### config.mk
export PLATFORM = sky130hd
export DESIGN_NAME = uart_rx_ascii
export DESIGN_NICKNAME = d
export VERILOG_FILES = /design/src/rtl/uart_rx_ascii.sv
export SDC_FILE = /design/constraint.sdc
export NUM_CORES = 1
export LEC_CHECK = 0
export CAP_MARGIN = 30
export CORE_MARGIN = 8
export CORE_UTILIZATION = 45
export CTS_BUF_LIST = sky130_fd_sc_hd__clkbuf_8 sky130_fd_sc_hd__clkbuf_16
export CTS_CLUSTER_DIAMETER = 150
export DETAILED_ROUTE_END_ITERATION = 10
export GPL_ROUTABILITY_DRIVEN = 0
export MAX_ROUTING_LAYER = met4
export PLACE_DENSITY = 0.74
export SYNTH_ARGS = -nofsm -noshare
export SYNTH_HDL_FRONTEND = slang
export SYNTH_SLANG_ARGS = --single-unit
### constraint.sdc
create_clock -name clk -period 3.4 [get_ports clk]
set_input_delay 0.34 -clock clk [delete_from_list [all_inputs] [get_ports clk]]
set_output_delay 0.34 -clock clk [all_outputs]
set_load 0.05 [all_outputs]
### src/rtl/uart_rx_ascii.sv
// 8N1 UART receiver feeding one ASCII character per frame to the parser.
// Define UART_RX_PARITY_EN for 8E1 framing with a parity_err strobe.
module uart_rx_ascii #(
  parameter int CLK_FREQ = 50000000,
  parameter int BAUD     = 9600
) (
  input  logic       clk,
  input  logic       rst,
  input  logic       rx,
  output logic [7:0] value,
  output logic       data_valid,
`ifdef UART_RX_PARITY_EN
  output logic       parity_err,
`endif
  output logic       frame_err
);

  localparam int CPB  = CLK_FREQ / BAUD;
  localparam int HALF = CPB / 2;
  localparam int CW   = $clog2(CPB);

  localparam logic [CW-1:0] CNT_END  = CW'(CPB - 1);
  localparam logic [CW-1:0] CNT_HALF = CW'(HALF - 1);

  typedef enum logic [2:0] {
    IDLE,
    START,
    DATA,
    PARITY,
    STOP
  } state_t;

  state_t        state_q, state_d;
  logic          rx_meta_q, rx_s_q;
  logic [CW-1:0] cnt_q, cnt_d;
  logic [2:0]    idx_q, idx_d;
  logic [7:0]    shift_q, shift_d;
  logic [7:0]    value_q, value_d;
  logic          dv_q, dv_d;
  logic          fe_q, fe_d;
  logic          arm_q, arm_d;
  logic          par_q, par_d;
  logic          pe_q, pe_d;
  logic          par_ok;

  // a start edge counts only once the line has been seen high in IDLE
  always_ff @(posedge clk or negedge rst) begin
    if (!rst) begin
      rx_meta_q <= 1'b1;
      rx_s_q    <= 1'b1;
      state_q   <= IDLE;
      cnt_q     <= '0;
      idx_q     <= '0;
      shift_q   <= '0;
      value_q   <= '0;
      dv_q      <= 1'b0;
      fe_q      <= 1'b0;
      arm_q     <= 1'b0;
      par_q     <= 1'b0;
      pe_q      <= 1'b0;
    end else begin
      rx_meta_q <= rx;
      rx_s_q    <= rx_meta_q;
      state_q   <= state_d;
      cnt_q     <= cnt_d;
      idx_q     <= idx_d;
      shift_q   <= shift_d;
      value_q   <= value_d;
      dv_q      <= dv_d;
      fe_q      <= fe_d;
      arm_q     <= arm_d;
      par_q     <= par_d;
      pe_q      <= pe_d;
    end
  end

`ifdef UART_RX_PARITY_EN
  assign par_ok = ~(^{shift_q, par_q});
`else
  assign par_ok = 1'b1;
`endif

  always_comb begin
    state_d = state_q;
    cnt_d   = cnt_q;
    idx_d   = idx_q;
    shift_d = shift_q;
    value_d = value_q;
    dv_d    = 1'b0;
    fe_d    = 1'b0;
    arm_d   = arm_q;
    par_d   = par_q;
    pe_d    = 1'b0;
    case (state_q)
      IDLE: begin
        cnt_d = '0;
        if (rx_s_q) begin
          arm_d = 1'b1;
        end else if (arm_q) begin
          arm_d   = 1'b0;
          state_d = START;
        end
      end
      START: begin
        if (cnt_q == CNT_HALF) begin
          cnt_d = '0;
          idx_d = '0;
          state_d = rx_s_q ? IDLE : DATA;
        end else begin
          cnt_d = cnt_q + 1'b1;
        end
      end
      DATA: begin
        if (cnt_q == CNT_END) begin
          cnt_d = '0;
          shift_d[idx_q] = rx_s_q;
          if (idx_q == 3'd7) begin
`ifdef UART_RX_PARITY_EN
            state_d = PARITY;
`else
            state_d = STOP;
`endif
          end else begin
            idx_d = idx_q + 1'b1;
          end
        end else begin
          cnt_d = cnt_q + 1'b1;
        end
      end
      PARITY: begin
        if (cnt_q == CNT_END) begin
          cnt_d   = '0;
          par_d   = rx_s_q;
          state_d = STOP;
        end else begin
          cnt_d = cnt_q + 1'b1;
        end
      end
      STOP: begin
        if (cnt_q == CNT_END) begin
          cnt_d   = '0;
          state_d = IDLE;
          if (!rx_s_q) begin
            fe_d = 1'b1;
          end else if (par_ok) begin
            value_d = shift_q;
            dv_d    = 1'b1;
          end else begin
            pe_d = 1'b1;
          end
        end else begin
          cnt_d = cnt_q + 1'b1;
        end
      end
      default: begin
        state_d = IDLE;
        cnt_d   = '0;
      end
    endcase
  end

  assign value      = value_q;
  assign data_valid = dv_q;
  assign frame_err  = fe_q;
`ifdef UART_RX_PARITY_EN
  assign parity_err = pe_q;
`endif

endmodule

* After elaboration in Yosys (flattened, before gate mapping)
Cells that the tools add are included.
Widths: inputs -> output; s select.
** Word-level totals
- Input bits :: 3
- Bits in registers :: 40
- Output and inout port bits :: 10
- Logic and storage cells :: 62
** Cells by class
- Mux-type cells :: 25
- Reductions and logical operators :: 8
- Equal/unequal tests :: 15
- Order comparisons :: 2
- Add/sub/neg operators :: 2
** Operator list (number)
- $mux 3 :: 10
- $mux 13 :: 2
- $pmux 13 s2 :: 1
- $ne 2x2->1 const B :: 8
- $pmux 3 s5 :: 1
- $add 13x1->13 const B :: 1
- $eq 13x12->1 const B :: 1
- $eq 13x13->1 const B :: 1
- $bwmux 8 :: 1
- $mux 1 :: 7
- $reduce_and 7->1 :: 1
- $eq 3x2->1 const B :: 2
- $eq 3x3->1 const B :: 2
- $pmux 3 s2 :: 1
- $lt 3x4->1 const B :: 1
- $reduce_and 4->1 :: 1
- $add 3x1->3 const B :: 1
- $demux 1 s3 :: 1
- $eq 3x1->1 const B :: 1
- $ge 3x1->1 const B :: 1
- $logic_not 3->1 :: 1
- $reduce_and 3->1 :: 1
- $reduce_or 3->1 :: 1
- $mux 2 :: 1
- other kinds (3) :: 3

* Logic depth before layout (Yosys ltp)
Gate-level depths: netlist of run 1.
- Depth after elaboration :: 5
- Mapped depth :: 6

* Least setup slack after synthesis of run 1
OpenSTA, ideal clock, no wires.
- Path type :: reg2reg
- Start point :: register cnt_q[0]
- End point :: register value_q[0], in the netlist value[0]
- Path slack :: 1.518 ns
- Required time :: 3.275 ns
- Setup time :: 0.125 ns
- Cell stages (with the launch flop) :: 7
- Period minus slack after synthesis :: 1.882 ns
- Data arrival time :: 1.757 ns
- Cell sequence :: dfrtp_1 > ha_1 > and4bb_4 > nand3_4 > or3_1 > buf_6 > mux2_4
** On the way
- Longest elaborated chain between the ends :: 2
** Ends and longest elaborated chain
- from (decl) :: RTL line 35 : logic [CW-1:0] cnt_q, cnt_d;
- from (signal assigned) :: RTL line 65 : cnt_q <= cnt_d;
- $eq 13x13->1 :: RTL line 140 : if (cnt_q == CNT_END) begin
- $reduce_and 3->1 (no source line)
- to (signal assigned) :: RTL line 68 : value_q <= value_d;
- to (decl) :: RTL line 38 : logic [7:0] value_q, value_d;
Every way passes these cells.
A chain may end at the register's enable or synchronous reset.

* Worst setup path in the final report of run 1
- Start point :: register cnt_q[0]
- End point :: register cnt_q[12]
** On the way
- Longest elaborated chain between the ends :: 3
- Elaborated cells on any way between the ends :: 6
- Those cells by class :: add/sub: 1; eq/ne: 2; mux: 3
** Ends and longest elaborated chain
- $add 13x1->13 (tied with other cells)
- $mux 13, on equally long branches
- $pmux 13 s2 * :: RTL line 94 : case (state_q)
- named net cnt_d[12] :: RTL line 35
Mark *: on every way through the listed nets, which the timed path passes. The rest lies on a longest branch.

==> impl.org, run 1 <==
** Clock network
- Clock tree from TritonCTS :: built
- Setup fix buffers added after clock tree synthesis :: 0
- After clock tree synthesis, the flow added hold-fix buffers numbering 0.
- Root buf cell :: sky130_fd_sc_hd__clkbuf_8
- Latest clock arrival within the worst-skew pair :: 0.29 ns
- Clock Pin Slew Worst Setup and Hold Paths :: 0.07 ns
- The clock tree synthesis step divided the H-tree into 2 levels.
- In this run, CTS created clock tree buffers numbering 5.
- In this run, post-CTS repair resized a total of 0 instances.
- The clock drives 40 sinks.
- The clock passes through at most 2 buffers.

** Placed design
- In this run the tool buffered the top-level ports with 12 buffer cells.
- HPWL Detailed :: 2425 um
- At the placement stage, the worst setup path has a slack of 1.047 ns.

** Floorplan
- Measured along the x axis, the die boundary spans 81.67 um.
- After floorplanning, the core was sized to cover 4264 sq um.
- I/O pin count :: 13
- Die area :: 6670 sq um
- In this run the core area contains 24 standard-cell rows.
- Starting Density :: 45.51%
- Die Y-Extent :: 81.67 um

** Yosys
- In this run, synthesis inferred 0 flip-flops with an integrated enable.
- Portion of netlist area occupied by mux cells :: 11.41%
- Area share of xor/xnor cells in the synthesized design :: 4.965%
- The average instance in the mapped netlist occupies 11.48 sq um.
- After synthesis, the largest family of logic cells by area is simple AND/OR/NAND/NOR gates.
- After Yosys synthesis, full adders, half adders and majority gates account for 1.934% of the synthesized area.
- Yosys attributes the largest share of cell area to sky130_fd_sc_hd__dfrtp_1, sky130_fd_sc_hd__mux2_4, sky130_fd_sc_hd__mux2_2.
- The largest total area in the synthesized netlist belongs to sky130_fd_sc_hd__dfrtp_1.
- Complex-gate fraction of the synthesized area :: 3.997%
- The cell area that synthesis handed to floorplanning was 1941 sq um.
- Area share of the leading cell type in the synthesized netlist :: 49.00%
- For this run, the register share of the synthesized area comes to 51.71%.
- Yosys printed 0 warnings.
- After Yosys synthesis, and, or, nand and nor cells account for 21.73% of the synthesized area.
- The number of different library cells used by synthesis comes to 37.
- Number of register bits inferred by synthesis :: 40
- Proportion of synthesized flip-flops having asynchronous set or reset :: 100.0%
- Synthesis produced 169 cells.
- The most used flip-flop cell after synthesis is sky130_fd_sc_hd__dfrtp_1.
- Synthesis produced a netlist with a net count of 175.

** Worst setup path
- The critical path goes through ha_1 -> nor4bb_1 -> nand3_1 -> a22oi_1 -> nor2_1.
- Setup slack on the worst reg-to-reg path comes out at 1.04 ns.
- STA classifies the critical path startpoint as a register.
- For the worst setup path, the data required time is 3.53 ns.
- The worst setup path is captured at a register.
- Arrival time reported for the critical path endpoint :: 2.49 ns
- In this design, the stage delay of the slowest critical-path cell is 0.85 ns.
- Crit-path max FO :: 13
- The slowest stage of the critical path belongs to the cell sky130_fd_sc_hd__a22oi_1.
- For the worst flop-to-flop path, the logic depth is 5.
- Type of the setup path with the least slack :: register to register

** STA
- Adding up every negative setup slack in the final design gives 0 ns.
- Setup slack closes at 1.040 ns.
- Subtracting the final worst setup slack from the clock period gives 2.360 ns.
- Setup repair after global routing missed its margin :: no
- Slew at the pin closest to its max-slew limit :: 1.021 ns
- The final count of pins violating max slew came to 0.
- Hold_ws :: 0.1523 ns
- Max transition margin :: 31.93%
- The clock arrives with 0.006399 ns of skew.
- The final number of hold-violating endpoints came to 0.
- Derived from the worst setup path, the maximum achievable clock frequency is 423.7 MHz.
- Setup violations remaining at the end of the flow were counted as 0.
- Period utilisation layout :: 69.42%

** Final layout
- The repair_antennas step left the layout with diodes totalling 0.
- Leaving out fill and tap cells, the most frequent cell in the layout is sky130_fd_sc_hd__dfrtp_1.
- The top cell types in the final layout, fill and taps aside, are sky130_fd_sc_hd__dfrtp_1, sky130_fd_sc_hd__nor2_1, sky130_fd_sc_hd__clkdlybuf4s50_1, sky130_fd_sc_hd__xnor2_1.
- Share of post-route cells with drive strength above 1 :: 17.88%
- From synthesis to final layout, the design area changed by 12.89%.
- Fin nets :: 184

** Route
- First-pass detailed-route iteration total :: 4
- Via total after detailed routing :: 1288
- Total length of routed wires :: 3454 um
- Final routed DRC violation total :: 0
- Via/cell ratio :: 5.576
- In the final routed layout, each cell accounts on average for 14.95 um.
- Final ANT Viol Nets :: 0
- Number of DRC markers after the initial detailed-route iteration :: 43

** Global route
- Antenna violations before repair :: 0
- Remaining Overflow, GRT :: 0
- First-pass GRT wire length :: 6003 um
- Largest net degree at the start of global routing :: 41
- The via count of the first global-routing pass came to 1238.
- Total global-route track usage :: 12.03%

** Power and ir drop
- Summed over all cells, the static leakage comes to 0.9559 nW.
- Maximum VDD drop :: 0.2279 mV
- Power spread over the standard cell area amounts to 510.3 nW/um^2.
- The design draws 1.118 mW.

** Status
- Status :: complete, no violations

** Worst hold path
- The tightest min-delay check is of the input pin to asynchronous set/reset pin type.

** Flow run
- The tool flagged a number of max-cap violations equal to 0.
synthesized netlist by cell type (3+ instances only):
master                     number
sky130_fd_sc_hd__o21ai_0        6
sky130_fd_sc_hd__inv_1          7
sky130_fd_sc_hd__buf_2          3
sky130_fd_sc_hd__dfrtp_1       38
sky130_fd_sc_hd__nor4b_1        4
sky130_fd_sc_hd__nand4_1        5
sky130_fd_sc_hd__o211ai_1       3
sky130_fd_sc_hd__nor3b_1        3
sky130_fd_sc_hd__nor2_1        17
sky130_fd_sc_hd__ha_1           3
sky130_fd_sc_hd__nand3_1        8
sky130_fd_sc_hd__mux2_2         8
sky130_fd_sc_hd__xnor2_1        9
sky130_fd_sc_hd__clkbuf_1       3
sky130_fd_sc_hd__mux2_4         8
sky130_fd_sc_hd__nor3_1         7
sky130_fd_sc_hd__nand2_1        7
cell type report:
class / count / area [sq um]
repair buffers: 12 / 115.1
flip-flops and latches: 40 / 1003
well taps: 52 / 65.06
inverters: 7 / 26.28
clock inverters: 1 / 30.03
clock buffers: 7 / 96.34
multi-input cells: 112 / 854.6
fillers: 381 / 2073
worst max-delay path, delay by kind of cell (launching register included):
kind	cells	cell delay, ns
flops	1	0.39
simple gates	3	0.70
compound gates	1	0.85
fa+ha+maj	1	0.26
path summary, 6_finish.rpt:
path / startpoint / to
worst max-delay path: cnt_q[0]$_DFF_PN0_ / cnt_q[12]$_DFF_PN0_
worst min-delay path: rst / shift_q[3]$_DFFE_PN0P_
worst max register to register: cnt_q[0]$_DFF_PN0_ / cnt_q[12]$_DFF_PN0_
worst min register to register: rx_meta_q$_DFF_PN1_ / rx_s_q$_DFF_PN1_
max in group asynchronous: rst / state_q[0]$_DFFE_PN0P_
min in group clk: rx_meta_q$_DFF_PN1_ / rx_s_q$_DFF_PN1_
stage by stage:
stage / utilization (%) / instance area (sq um) / cells
5_1_grt: 51.38 / 2191 / 231
3_5_place_dp: 48.42 / 2064 / 223
4_1_cts: 51.38 / 2191 / 231
6_report: 51.38 / 2191 / 231
2_1_floorplan: - / 1941 / 169
3_3_place_gp: 48.42 / 2064 / 223
where the power goes:
part	total, mW	leakage, nW	switching [mW]	internal [mW]
clock	0.418	0.0645	0.159	0.259
combinational	0.127	0.352	0.0684	0.0584
sequential	0.573	0.539	0.0559	0.517
flip-flops by register name, indices dropped and copies added (netlist names), 3 cells and up:
register  flops
cnt_q        13
shift_q       8
idx_q         3
state_q       3
value         8
layer usage:
layer  GRT usage, %  routed length (um)  share of wire, %  vias up
met5              -                   0                 0        -
met4          4.211                  40               1.2        0
met3          4.048                 161               4.7        4
met2          18.62                1716                50       21
met1          14.36                1535                44      649
li1               -                   -                 -      614
cells by family after synthesis:
logic type	after synthesis
compound gates	12
simple gates	69
flops	40
fa+ha+maj	3
buf+inv	17
xor+xnor	11
mux	17
(Power assumes the default switching activity.)
==> run 2, diff against run 1 <==
==> constraint.sdc (replaced) <==
create_clock -name clk -period 2.42 [get_ports clk]
set_input_delay 0.242 -clock clk [delete_from_list [all_inputs] [get_ports clk]]
set_output_delay 0.242 -clock clk [all_outputs]
set_load 0.05 [all_outputs]
==> run 2 against run 1 <==
  * Sequential power rose by 40%
  * Wire length fell by 0.52%
  * Cell area decreased by 0.11%
  * Cell count increased by 0.43%
  * Worst setup slack worse by 0.77 ns
  * Clock-buffer cell count decreased by 2
  * Sequential cell count unchanged
  * Sequential share of layout area increased by 0.052 points
  * Critical endpoint is now value[4]$_DFFE_PN0P_
  * Largest cell class unchanged
  * Largest power group unchanged
==> impl.org, run 2 (synthesis results as in run 1) <==
** Global route
- The maximum number of pins on one net before global-route repair is 41 (unchanged).
- The met3 routing resource usage after global routing came to 3.063% (was 4.048%).
- Met2 track utilization from global routing :: 20.13% (was 18.62%)
- The layer with the highest usage was met2 (unchanged).
- Remaining Overflow, GRT :: 0 (unchanged)
- The all-layer global routing usage is 12.09% (was 12.03%).
- The initial antenna violation count came to 0 (unchanged).
- The met1 usage is 13.19% (was 14.36%).
- The first-pass GRT wire length was 6065 um (was 6003 um).
- The via count of the first global-routing pass is 1370 (was 1238).

** Clock network
- The post-cts hold buffer count is 0 (unchanged).
- The clock tree root driver cell was sky130_fd_sc_hd__clkbuf_8 (unchanged).
- Clock tree from TritonCTS :: built (unchanged)
- The CTS sink count is 40 (unchanged).
- The maximum buffer depth of the clock tree is 2 (unchanged).
- H-tree depth :: 2 (unchanged)
- Latest clock arrival within the worst-skew pair :: 0.30 ns (was 0.29 ns)
- Number of gates given a new drive strength after cts :: 0 (unchanged)
- The clock-pin slew reported for the worst setup and hold paths after clock tree synthesis was 0.08 ns (was 0.07 ns).
- The number of buffers created by CTS is 5 (unchanged).
- The post-CTS setup buffer count came to 0 (unchanged).

** Placed design
- The count of buffers inserted at the top-level ports is 12 (unchanged).
- The placed instance area was 2072 sq um (was 2064 sq um).
- HPWL Detailed :: 2485 um (was 2425 um)

** Floorplan
- The die height came to 81.67 um (unchanged).
- Starting Density :: 45.51% (unchanged)
- The total number of placement rows was 24 (unchanged).
- The chip width was 81.67 um (unchanged).
- Placeable core region :: 4264 sq um (unchanged)
- Die area :: 6670 sq um (unchanged)
- The I/O pin count is 13 (unchanged).

** STA
- Period utilisation layout :: 88.86% (was 69.42%)
- The transition time at the pin with the least slew margin was 0.8403 ns (was 1.021 ns).
- Setup repair after global routing missed its margin :: no (unchanged)
- The highest clock frequency the design can meet came to 465.0 MHz (was 423.7 MHz).
- The worst slew margin relative to its limit was 43.98% (was 31.93%).
- Final hold viol count :: 0 (unchanged)
- Crit path time final :: 2.150 ns (was 2.360 ns)
- Worst clock skew :: 0.01023 ns (was 0.006399 ns)
- The number of setup violations in the final report is 0 (unchanged).
- The final total negative setup slack is 0 ns (unchanged).
- Final Max Slew Viols :: 0 (unchanged)

** Power and ir drop
- Part of the total power dissipated in the clock network :: 35.7% (was 37.4%)
- The power share of the combinational group is 12.4% (was 11.3%).
- Switching part of the total power :: 27.17% (was 25.37%)
- Static leakage :: 0.9550 nW (was 0.9559 nW)
- The net switching power of the design was 420.0 uW (was 283.6 uW).
- The sequential fraction of design power came to 51.9% (was 51.3%).
- Internal Power :: 1.126 mW (was 834.4 uW)
- Total power divided by cell area :: 706.3 nW/um^2 (was 510.3 nW/um^2)
- The largest vdd supply drop was 0.3081 mV (was 0.2279 mV).

** Final layout
- The layout net count came to 185 (was 184).
- Largest register FFs :: 13 (unchanged)
- The area growth from synthesis to final layout was 12.77% (was 12.89%).
- Share of post-route cells with drive strength above 1 :: 18.33% (was 17.88%)
- The fill cell instance count of the final layout is 384 (was 381).
- The number of antenna repair diodes came to 0 (unchanged).
- The largest register by flop count was cnt_q (unchanged).
- The post-route standard cell area excluding fillers was 2188 sq um (was 2191 sq um).
- The most frequent standard cell in the layout excluding fill and tap cells was sky130_fd_sc_hd__dfrtp_1 (unchanged).
- Most used cells in the layout excluding fill and tap cells: sky130_fd_sc_hd__dfrtp_1, sky130_fd_sc_hd__nor2_1, sky130_fd_sc_hd__clkdlybuf4s50_1, sky130_fd_sc_hd__xnor2_1 (unchanged).

** Worst hold path
- Hold WC Path Type :: input pin to asynchronous set/reset pin (unchanged)

** Worst setup path
- The data arrival time at the worst-slack endpoint was 2.34 ns (was 2.49 ns).
- Type of the setup path with the least slack :: register to register (unchanged)
- The launching element type of the critical path is a register (unchanged).
- Worst Setup End Kind :: register (unchanged)
- The top fanout value on the critical path is 9 (was 13).
- Worst endpoint required time :: 2.61 ns (was 3.53 ns)

** Route
- Number of DRC markers after the initial detailed-route iteration :: 110 (was 43)
- The number of iterations in the first detailed-routing pass came to 4 (unchanged).
- The overall routed net length is 3436 um (was 3454 um).
- The wire length per cell after detailed routing came to 14.81 um (was 14.95 um).
- The antenna violation net count after detailed routing was 0 (unchanged).
- The remaining design rule violation count came to 0 (unchanged).
- Via/cell ratio :: 5.599 (was 5.576)
- Via total after detailed routing :: 1299 (was 1288)

** Status
- Status :: complete, no violations (unchanged)

** Flow run
- Maximum capacitance violations :: 0 (unchanged)
run 2: metrics by stage:
step	util, %	hold slack [ns]	cells	total power [mW]	worst slack (ns)
after global placement	48.59	0.3471	224	0.9886	0.3349
after global routing	51.32	0.1374	232	1.627	0.1748
final	51.32	0.04302	232	1.546	0.2697
after detailed placement	48.59	0.3468	224	1.009	0.2753
after floorplan	-	-0.05359	169	0.9459	0.5376
after CTS	51.32	0.07313	232	1.565	0.2593
run 2: layout make-up:
cell class	count	area (sq um)	share of cell area [%]
inverters	7	26.28	1.201
flip-flops and latches	40	1003	45.85
clock inverters	3	47.55	2.173
multi-input cells	112	854.6	39.05
clock buffers	5	68.82	3.145
well taps	52	65.06	2.973
repair buffers	13	122.6	5.603
run 2: final timing paths:
| kind | startpoint | to | slack [ns] | cells past startpoint |
|---|---|---|---|---|
| min reg2reg | rx_meta_q$_DFF_PN1_ | rx_s_q$_DFF_PN1_ | 0.36 | 0 |
| min in group clk | rx | rx_meta_q$_DFF_PN1_ | 0.36 | 1 |
| max in group asynchronous | rst | cnt_q[6]$_DFF_PN0_ | 1.84 | 1 |
| max | cnt_q[0]$_DFF_PN0_ | value[4]$_DFFE_PN0P_ | 0.27 | 5 |
| min | rst | value[3]$_DFFE_PN0P_ | 0.04 | 1 |
| max reg2reg | cnt_q[0]$_DFF_PN0_ | value[4]$_DFFE_PN0P_ | 0.27 | 5 |
run 2: routing by layer:
layer	routed length [um]	vias to the layer above
met5	0	-
met4	72	0
met2	1723	29
met1	1492	645
met3	147	11
li1	-	614
run 2: power by group through the flow:
stage          clock [mW]  combinational (mW)  sequential, mW
2_1_floorplan           0               0.172           0.774
3_3_place_gp            0               0.180           0.809
3_5_place_dp            0               0.195           0.814
4_1_cts             0.566               0.196           0.803
5_1_grt             0.599               0.216           0.812
6_report            0.552               0.192           0.802
run 2: critical path: stages (launching register included):
cell	delay, ns
sky130_fd_sc_hd__dfrtp_1	0.39
sky130_fd_sc_hd__ha_1	0.26
sky130_fd_sc_hd__and4bb_4	0.29
sky130_fd_sc_hd__nand3_4	0.12
sky130_fd_sc_hd__or3_1	0.60
sky130_fd_sc_hd__mux2_4	0.38
==> run 3, diff against run 2 <==
--- a/config.mk
+++ b/config.mk
@@ -5,15 +5,16 @@
 export SDC_FILE = /design/constraint.sdc
 export NUM_CORES = 1
 export LEC_CHECK = 0
+export ABC_AREA = 1
 export CAP_MARGIN = 30
-export CORE_MARGIN = 8
+export CORE_MARGIN = 2
 export CORE_UTILIZATION = 45
 export CTS_BUF_LIST = sky130_fd_sc_hd__clkbuf_8 sky130_fd_sc_hd__clkbuf_16
 export CTS_CLUSTER_DIAMETER = 150
 export DETAILED_ROUTE_END_ITERATION = 10
 export GPL_ROUTABILITY_DRIVEN = 0
 export MAX_ROUTING_LAYER = met4
-export PLACE_DENSITY = 0.74
+export PLACE_DENSITY = 0.73
 export SYNTH_ARGS = -nofsm -noshare
 export SYNTH_HDL_FRONTEND = slang
 export SYNTH_SLANG_ARGS = --single-unit
==> run 3 against run 2 <==
  * Cell area increased by 6.7%
  * Sequential share of layout area decreased by 2.9 points
  * Sequential power decreased by 2%
  * Die area decreased by 23%
  * Synthesized area increased by 6.4%
  * Core utilization increased by 2.0 points
  * Sequential cell count unchanged
  * Combinational power increased to 2.7 times the previous value
  * Critical path type is now register to output pin
==> impl.org, run 3 <==
** Yosys
- The warning count from the yosys run is 0 (unchanged).
- The count of different cell masters after synthesis is 26 (was 37).
- The post-synthesis async set-or-reset flop share came to 100.0% (unchanged).
- The dominant register cell in the synthesized netlist was sky130_fd_sc_hd__dfrtp_1 (unchanged).
- Leading cell types by count after synthesis: sky130_fd_sc_hd__nand2_1, sky130_fd_sc_hd__dfrtp_1, sky130_fd_sc_hd__nor2_1 (was sky130_fd_sc_hd__dfrtp_1, sky130_fd_sc_hd__nor2_1, sky130_fd_sc_hd__xnor2_1).
- The net count of the mapped netlist is 272 (was 175).
- The cell with the most instances after synthesis is sky130_fd_sc_hd__nand2_1 (was sky130_fd_sc_hd__dfrtp_1).
- Netlist area before placement :: 2064 sq um (was 1941 sq um)
- The post-synthesis cell count was 266 (was 169).
- Number of register bits inferred by synthesis :: 40 (unchanged)
- Library cell with the largest summed area after synthesis :: sky130_fd_sc_hd__dfrtp_1 (unchanged)
- Area contributors post-synth: sky130_fd_sc_hd__dfrtp_1, sky130_fd_sc_hd__nand2_1, sky130_fd_sc_hd__nor2_1 (was sky130_fd_sc_hd__dfrtp_1, sky130_fd_sc_hd__mux2_4, sky130_fd_sc_hd__mux2_2).
- The proportion of synthesized chip area in sequential cells is 48.61% (was 51.71%).
- The number of flops mapped to enable cells by yosys is 0 (unchanged).
- Syn_area_per_cell :: 7.761 sq um (was 11.48 sq um)
- The proportion of netlist area held by the largest area contributor was 46.06% (was 49.00%).

** Route
- The total met2 wirelength after detailed routing was 1708 um (was 1723 um).
- Detailed route wirelength on metal3 :: 156 um (was 147 um)
- The number of iterations in the first detailed-routing pass is 4 (unchanged).
- Via total after detailed routing :: 1679 (was 1299)
- Number of DRC markers after the initial detailed-route iteration :: 101 (was 110)
- Final ANT Viol Nets :: 0 (unchanged)
- The remaining design rule violation count was 0 (unchanged).
- Top routing layer in use :: met4 (unchanged)
- The post-detailed-route via-to-cell ratio came to 4.997 (was 5.599).
- The wire length on met1 came to 1941 um (was 1492 um).
- The overall routed net length came to 3873 um (was 3436 um).
- Post-DR wirelength/cell :: 11.53 um (was 14.81 um)

** STA
- Crit path time final :: 1.685 ns (was 2.150 ns)
- Final hold viol count :: 0 (unchanged)
- Max transition margin :: 42.39% (was 43.98%)
- Setup repair after global routing missed its margin: no (unchanged).
- The transition time at the pin with the least slew margin came to 0.8642 ns (was 0.8403 ns).
- Final Max Slew Viols :: 0 (unchanged)
- The post-route clock skew was 0.007247 ns (was 0.01023 ns).
- Setup-failing EPs final :: 0 (unchanged)
- The period utilization came to 69.62% (was 88.86%).
- Highest attainable clock frequency :: 593.5 MHz (was 465.0 MHz)
- Final WS setup :: 0.7352 ns (was 0.2697 ns)
- Setup Total Neg Slack :: 0 ns (unchanged)

** Final layout
- Area of the multi-input gates :: 919.6 sq um (was 854.6 sq um)
- Fin nets :: 289 (was 185)
- The number of antenna repair diodes came to 0 (unchanged).
- The post-route standard cell area excluding fillers is 2336 sq um (was 2188 sq um).
- The register cell area after layout is 1003 sq um (unchanged).
- The share of cells above drive strength 1 is 11.97% (was 18.33%).
- Most used cells in the layout excluding fill and tap cells: sky130_fd_sc_hd__nand2_1, sky130_fd_sc_hd__dfrtp_1, sky130_fd_sc_hd__nor2_1, sky130_fd_sc_hd__inv_1, sky130_fd_sc_hd__nand3_1 (was sky130_fd_sc_hd__dfrtp_1, sky130_fd_sc_hd__nor2_1, sky130_fd_sc_hd__clkdlybuf4s50_1, sky130_fd_sc_hd__xnor2_1).
- The most frequent standard cell in the layout excluding fill and tap cells is sky130_fd_sc_hd__nand2_1 (was sky130_fd_sc_hd__dfrtp_1).
- The area growth from synthesis to final layout was 13.15% (was 12.77%).
- Register with the highest flop count :: cnt_q (unchanged)
- The final cell count without fillers is 336 (was 232).
- The fill cell instance count of the final layout came to 405 (was 384).
- Largest register FFs :: 13 (unchanged)

** Worst setup path
- The element type at the critical path end was an output pin (was register).
- The classification of the worst setup path was register to output pin (was register to register).
- The worst endpoint required time was 2.18 ns (was 2.61 ns).
- The top fanout value on the critical path was 2 (was 9).
- CP Cell Sequence: clkdlybuf4s50_1 (was ha_1 -> and4bb_4 -> nand3_4 -> or3_1 -> mux2_4).
- Critical-path cell with the highest stage delay :: sky130_fd_sc_hd__clkdlybuf4s50_1 (was sky130_fd_sc_hd__or3_1)
- Arrival time reported for the critical path endpoint :: 1.44 ns (was 2.34 ns)
- Category of cells accounting for the largest share of critical-path delay :: buffers and inverters (was simple AND/OR/NAND/NOR gates)
- The launching element type of the critical path was a register (unchanged).
- The sum of buffers and inverters on the critical path was 1 (was 0).
- Maximum single-stage delay on the critical path :: 0.80 ns (was 0.60 ns)

** Clock network
- Number of CTS-inserted buffers :: 5 (unchanged)
- The maximum buffer depth of the clock tree came to 2 (unchanged).
- Clock tree from TritonCTS :: built (unchanged)
- The clock tree root driver cell is sky130_fd_sc_hd__clkbuf_8 (unchanged).
- The clock latency reported for the late side of the worst-skew pair was 0.29 ns (was 0.30 ns).
- The clock-pin slew reported for the worst setup and hold paths after clock tree synthesis is 0.08 ns (about the same).
- Setup fix buffers added after clock tree synthesis :: 0 (unchanged)
- Count of hold buffers inserted by post-cts repair :: 0 (unchanged)
- H-tree depth :: 2 (unchanged)
- Number of gates given a new drive strength after cts :: 0 (unchanged)
- Num Clock Sinks :: 40 (unchanged)

** Flow run
- The number of violations of the max-capacitance limit was 0 (unchanged).

** Placed design
- HPWL Detailed :: 2835 um (was 2485 um)
- The total instance count after detailed placement is 328 (was 224).
- Count of input and output buffers :: 12 (unchanged)
- The worst slack after detailed placement was 0.7794 ns (was 0.2753 ns).
- Cell area after placement :: 2228 sq um (was 2072 sq um)

** Global route
- The maximum number of pins on one net before global-route repair came to 41 (unchanged).
- The via count of the first global-routing pass came to 1601 (was 1370).
- First-pass GRT wire length :: 7038 um (was 6065 um)
- The aggregate global routing overflow is 0 (unchanged).
- The all-layer global routing usage was 18.17% (was 12.09%).
- The initial antenna violation count came to 0 (unchanged).

** Power and ir drop
- The static leakage was 1.139 nW (was 0.9550 nW).
- Total power divided by cell area :: 784.1 nW/um^2 (was 706.3 nW/um^2)
- The largest vdd supply drop is 0.4580 mV (was 0.3081 mV).

** Floorplan
- Die Y-Extent :: 71.73 um (was 81.67 um)
- The placeable core region came to 4384 sq um (was 4264 sq um).
- Starting Density :: 47.09% (was 45.51%)
- Number of rows created at floorplan :: 24 (unchanged)
- I/O pin count :: 13 (unchanged)
- The die area is 5145 sq um (was 6670 sq um).
- Die boundary width :: 71.73 um (was 81.67 um)

** Worst hold path
- Hold WC Path Type :: input pin to asynchronous set/reset pin (unchanged)

** Status
- Status: complete, no violations (unchanged).
run 3: cell types whose count changed in the layout (fill, tap and decap cells not counted), sizes merged, moves of 3 or more:
| cell | change |
|---|---|
| nor2 | +23 |
| nand2 | +86 |
| xnor2 | -9 |
| nor3b | -3 |
| o21ai | +3 |
| and4bb | -3 |
| nand3 | +8 |
| inv | +25 |
| nand4 | +7 |
| nor4b | -4 |
| o211ai | -3 |
| mux2 | -17 |
run 3: layout make-up:
cell class | instances | share of cell area (%)
clock buffer | 5 | 2.946
clock inverter | 3 | 1.660
inverter | 32 | 5.356
multi-input combinational | 192 | 39.37
sequential | 40 | 42.96
tap | 52 | 2.785
timing repair buffer | 12 | 4.928
run 3: per-stage QoR:
stage / hold slack [ns] / total power, mW / util (%)
final: 0.06269 / 1.832 / 53.28
after floorplan: -0.05359 / 1.197 / -
after detailed placement: 0.3476 / 1.317 / 50.83
after global routing: 0.1397 / 1.964 / 53.28
after global placement: 0.3476 / 1.303 / 50.83
after CTS: 0.09179 / 1.845 / 53.28
run 3: logic make-up after synthesis:
family	Yosys count	synth area share, %
flops	40	48.61
simple gates	176	39.03
buf+inv	34	6.848
fa+ha+maj	3	1.818
compound gates	10	2.424
xor+xnor	3	1.273
run 3: power by group:
group	internal, mW	total (mW)	switching, mW
logic	0.142	0.524	0.382
registers	0.727	0.782	0.0547
clock network	0.302	0.526	0.224
run 3: layer usage:
layer,vias up,track usage (%)
met5,-,-
li1,877,-
met4,0,7.338
met1,769,23.30
met2,27,27.47
met3,6,4.782
run 3: worst paths after layout:
kind                       slack (ns)                  from                endpoint  depth (start not counted)
setup / recovery                 0.74  value[2]$_DFFE_PN0P_                value[2]                          1
hold / removal                   0.06                   rst      cnt_q[4]$_DFF_PN0_                          1
setup reg to reg                 0.78    cnt_q[0]$_DFF_PN0_      cnt_q[7]$_DFF_PN0_                          8
hold reg to reg                  0.36   rx_meta_q$_DFF_PN1_        rx_s_q$_DFF_PN1_                          0
max in group asynchronous        1.82                   rst  state_q[1]$_DFFE_PN0P_                          1
min in group clk                 0.35                    rx     rx_meta_q$_DFF_PN1_                          1
